$ cat src/rtl/crc_chk_pkg.sv
// Shared constants, FSM state encoding and helpers for crc_stream_checker.
package crc_chk_pkg;

  localparam logic [15:0] CRC_POLY = 16'h1021;
  localparam logic [15:0] CRC_INIT = 16'hFFFF;

  typedef enum logic [1:0] {
    IDLE    = 2'd0,
    PAYLOAD = 2'd1,
    CRC_HI  = 2'd2,
    CRC_LO  = 2'd3
  } state_t;

  function automatic logic [15:0] sat_inc(input logic [15:0] v);
    return (v == '1) ? v : v + 16'd1;
  endfunction

endpackage

$ cat src/rtl/crc16_ccitt_byte.sv
// One-byte CRC-16/CCITT-FALSE update, MSB-first, combinational.
module crc16_ccitt_byte
  import crc_chk_pkg::*;
(
  input  logic [15:0] crc_in,
  input  logic [7:0]  data_in,
  output logic [15:0] crc_out
);

  logic [15:0] c;

  always_comb begin
    c = crc_in ^ {data_in, 8'h00};
    for (int unsigned i = 0; i < 8; i++) begin
      c = c[15] ? ((c << 1) ^ CRC_POLY) : (c << 1);
    end
    crc_out = c;
  end

endmodule

$ cat config.mk
export PLATFORM = sky130hd
export DESIGN_NAME = crc16_ccitt_byte
export DESIGN_NICKNAME = d
export VERILOG_FILES = /design/src/rtl/crc_chk_pkg.sv /design/src/rtl/crc16_ccitt_byte.sv
export SDC_FILE = /design/constraint.sdc
export NUM_CORES = 1
export LEC_CHECK = 0
export ABC_CLOCK_PERIOD_IN_PS = 1830
export BUFFER_PORTS_ARGS = -buffer_cell sky130_fd_sc_hd__buf_2
export CAP_MARGIN = 20
export CELL_PAD_IN_SITES_DETAIL_PLACEMENT = 1
export CELL_PAD_IN_SITES_GLOBAL_PLACEMENT = 2
export CORE_UTILIZATION = 21
export DETAILED_ROUTE_END_ITERATION = 12
export PLACE_DENSITY = 0.95
export SETUP_SLACK_MARGIN = 0.3
export SYNTH_ARGS = -nofsm -noshare
export SYNTH_HDL_FRONTEND = slang
export SYNTH_SLANG_ARGS = --single-unit
$ cat constraint.sdc
create_clock -name vclk -period 1.83
set_input_delay 0.366 -clock vclk [all_inputs]
set_output_delay 0.366 -clock vclk [all_outputs]
set_load 0.005 [all_outputs]
# Yosys cells after proc, flatten, opt, wreduce, memory -nomap -nowiden
# Index checks and enable logic that the tools add are counted.
dict set report classes {
  mux 8
  n_bitwise 9
}
# op count
set op_table {}
lappend op_table {{2-to-1 mux 13 bit} 8}
lappend op_table {{inverter 3 bit} 8}
lappend op_table {{bitwise XOR 16 bit} 1}
dict set report totals {
  output_inout_bits 16
  register_bits 0
}

# Logic depth before layout (Yosys ltp)
dict set report depth {
  depth_word 17
  depth_mapped 3
  ltp_nobuf 3
}

# Worst setup path after synthesis
# Ideal clock, no wire load.
dict set report synth_path {
  kind {input to output}
  start {in data_in[6]}
  end {out crc_out[6]}
  slack_ps 345
  cell_stages 2
  n_path_buf 0
  t_arrival_ps 1119
  cell_sequence {xnor2_2 -> xnor3_1}
}
dict set report synth_via {
  elab_chain_cells 9
}
# element line
set synth_rtl {}
lappend synth_rtl {{start, declared} crc16_ccitt_byte.sv:6} ;# input logic [7:0] data_in,
lappend synth_rtl {{bitwise XOR 16 bit (*)} crc16_ccitt_byte.sv:13} ;# c = crc_in ^ {data_in, 8'h00};
lappend synth_rtl {{2-to-1 mux 13 bit (*) (5 in a row)} crc16_ccitt_byte.sv:15} ;# c = c[15] ? ((c << 1) ^ CRC_POLY) : (c << 1);
lappend synth_rtl {{inverter 3 bit (no source line)} --}
lappend synth_rtl {{2-to-1 mux 13 bit (*) (2 in a row)} crc16_ccitt_byte.sv:15}
lappend synth_rtl {{end, declared} crc16_ccitt_byte.sv:7} ;# output logic [15:0] crc_out
# Mark *: on every way between the ends. The rest lies on a longest branch, timed or not.

# Worst setup path in the final report
dict set report layout_path {
  start {in crc_in[9]}
  end {out crc_out[13]}
}
dict set report layout_via {
  elab_chain_cells 6
}
# element line
set layout_rtl {}
lappend layout_rtl {{start, declared} crc16_ccitt_byte.sv:5} ;# input logic [15:0] crc_in,
lappend layout_rtl {{bitwise XOR 16 bit (*)} crc16_ccitt_byte.sv:13}
lappend layout_rtl {{2-to-1 mux 13 bit (*) (2 in a row)} crc16_ccitt_byte.sv:15}
lappend layout_rtl {{inverter 3 bit (no source line)} --}
lappend layout_rtl {{2-to-1 mux 13 bit (*) (2 in a row)} crc16_ccitt_byte.sv:15}
# Marks and branches as above.

==> reports/results.tsv <==
stage	metric	value	unit
placement	io_buffers	40	
drt	ant_nets	0	
timing	worst_slew_pin_slew	0.235	ns
grt	grt_pass1_wl	1880	um
power_and_ir_drop	peakVddDrop	0.245	mV
final_layout	seq_cell_count	0	
timing	finalCriticalPeriod	1.58	ns
synth	synth_area	369	um2
final_layout	multi_input_area	489	um2
outcome	outcome	finished clean	
drt	remaining_drc_errors	0	
grt	grt_max_degree	6	
floorplanning	die_h	43.9	um
drt	wirelength	1130	um
final_layout	seq_area	0	um2
timing	final-hold-violation-count	0	
synth	yosysUniqueCellTypes	7	
timing	fmax	0.634	GHz
final_layout	clockBufferCount	0	
synth	yosys.area.top_type	xnor3_1	
worst_setup_path	worstPathMaxFanout	2	
synth	postSynthAreaPerCell	14.8	um2
final_layout	post_route_cells_drive_above_1_share	0.803	
worst_setup_path	crit_path_end_kind	output pin	
synth	ys_seq_area_frac	0	
drt	drtIter0Drc	4	
grt	grt_antenna_before_repair	0	
drt	vias	383	
final_layout	fillers	171	
floorplanning	die_w	43.9	um
worst_hold_path	hold_path_class	input pin to output pin	
final_layout	finalNetCount	102	
drt	avgViaCountPerCell	4.16	
power_and_ir_drop	powerDensity	440	nW/um2
synth	synth.top_cell.area_share	0.305	
synth	netlist_instances	25	
worst_setup_path	cp_slowest_stage_delay	0.33	ns
power_and_ir_drop	power_leakage	0.487	nW
timing	rsz0062_at_grt	yes	
timing	finalSetupTns	0	ns
job	max-cap-violations	0	
grt	grt_usage	0.128	
timing	setup_violations	0	
grt	grt_pass1_vias	455	
synth	yosys-top-cells-count	9 x xnor2_1, 5 x xnor3_1, 3 x xnor2_2, 3 x xor2_1, 3 x xor3_1	
worst_setup_path	required	1.46	ns
final_layout	area_growth_syn_to_layout	145	%
synth	syn_nets	49	
worst_setup_path	cp_cell_sequence	buf_6 -> xnor2_4 -> buf_4 -> xor3_1 -> buf_2	
timing	maxSlewHeadroom	0.843	
timing	final-max-slew-violation-count	0	
floorplanning	num_io_pins	40	
timing	setup_slack	0.253	ns
placement	gp_congestion	0.620	
synth	post-synth-top-count-cell	xnor2_1	
worst_setup_path	worst_ep_arrival_time	1.21	ns
worst_setup_path	criticalPathCategory	input pin to output pin	
drt	dr.pass1.iters	5	
floorplanning	initial_utilization	0.234	
placement	place_worst_setup_slack	0.0359	ns
worst_setup_path	path_delay_family	XOR/XNOR gates	
timing	timing.final.crit_share	0.862	
floorplanning	core	1580	um2
worst_setup_path	cp_slowest_cell	xor3_1	
final_layout	diodes	0	
floorplanning	rows	14	
floorplanning	dieArea	1930	um2
worst_setup_path	start_kind	input pin	
drt	routedWlPerCell	12.3	um
grt	gr-total-overflow	0	
synth	synth.area.top_cells	xnor3_1 31%, xnor2_1 21%, xor3_1 19%	
synth	ys_warn_count	0	
worst_setup_path	crit_buf_inv	3	
worst min-delay path: cells and delay by family:
family	cells	cell delay, ns
buffers and inverters	2	0.20
XOR/XNOR	1	0.06
layer usage:
| layer | vias up | global-route usage | share of wire | wire [um] |
|---|---|---|---|---|
| met5 | - | 0 | 0 | 0 |
| met4 | 0 | 0 | 0 | 0 |
| met3 | 0 | 0.00833 | 0.075 | 85 |
| met2 | 24 | 0.307 | 0.62 | 704 |
| met1 | 175 | 0.113 | 0.30 | 337 |
| li1 | 184 | - | - | - |
cells in the final DEF, fill, tap and decap left out, types with 2 or more instances in the layout:
master	instances
buf_2	27
buf_4	8
xnor2_4	7
buf_6	12
xnor3_1	5
xor3_1	3
xnor2_1	4
xor2_1	2
buf_8	4
stage by stage:
step	cell area (um2)	util	instances	hold WS [ns]	power, mW
4_1_cts	838	0.532	92	0.991	0.375
2_1_floorplan	369	-	25	0.792	0.170
6_report	903	0.573	92	0.990	0.397
5_1_grt	903	0.573	92	1.01	0.425
3_3_place_gp	612	0.388	84	0.988	0.290
3_5_place_dp	612	0.388	84	0.991	0.295
layout make-up:
type,count,area share
multi-input combinational,24,0.542
timing repair buffer,51,0.432
tap,16,0.0222
inverter,1,0.00416
worst paths after layout:
kind,depth (start not counted),start,endpoint,slack (ns)
worst max-delay path,5,crc_in[9],crc_out[13],0.25
worst min-delay path,3,crc_in[2],crc_out[10],0.99
cells by family (layout without fill, tap and decap cells):
group                  after synthesis  after routing  share of synthesized area
XOR/XNOR                            24             24                      0.990
buffers and inverters                1             52                     0.0102
repair_timing:
action                     in CTS  in global routing
cloned                          0                  0
pin swaps                      11                  3
resized for setup              30                 10
buffers inserted                8                  0
setup endpoints to repair       9                 12
hold buffers                    0                  0
report_power, final:
part	internal (mW)	total, mW	leakage (nW)	switching (mW)
registers	0	0	0	0
logic	0.268	0.397	0.487	0.129
clock network	0	0	0	0
total	0.268	0.397	0.487	0.129
No activity file was read; power rests on OpenSTA's default activity.
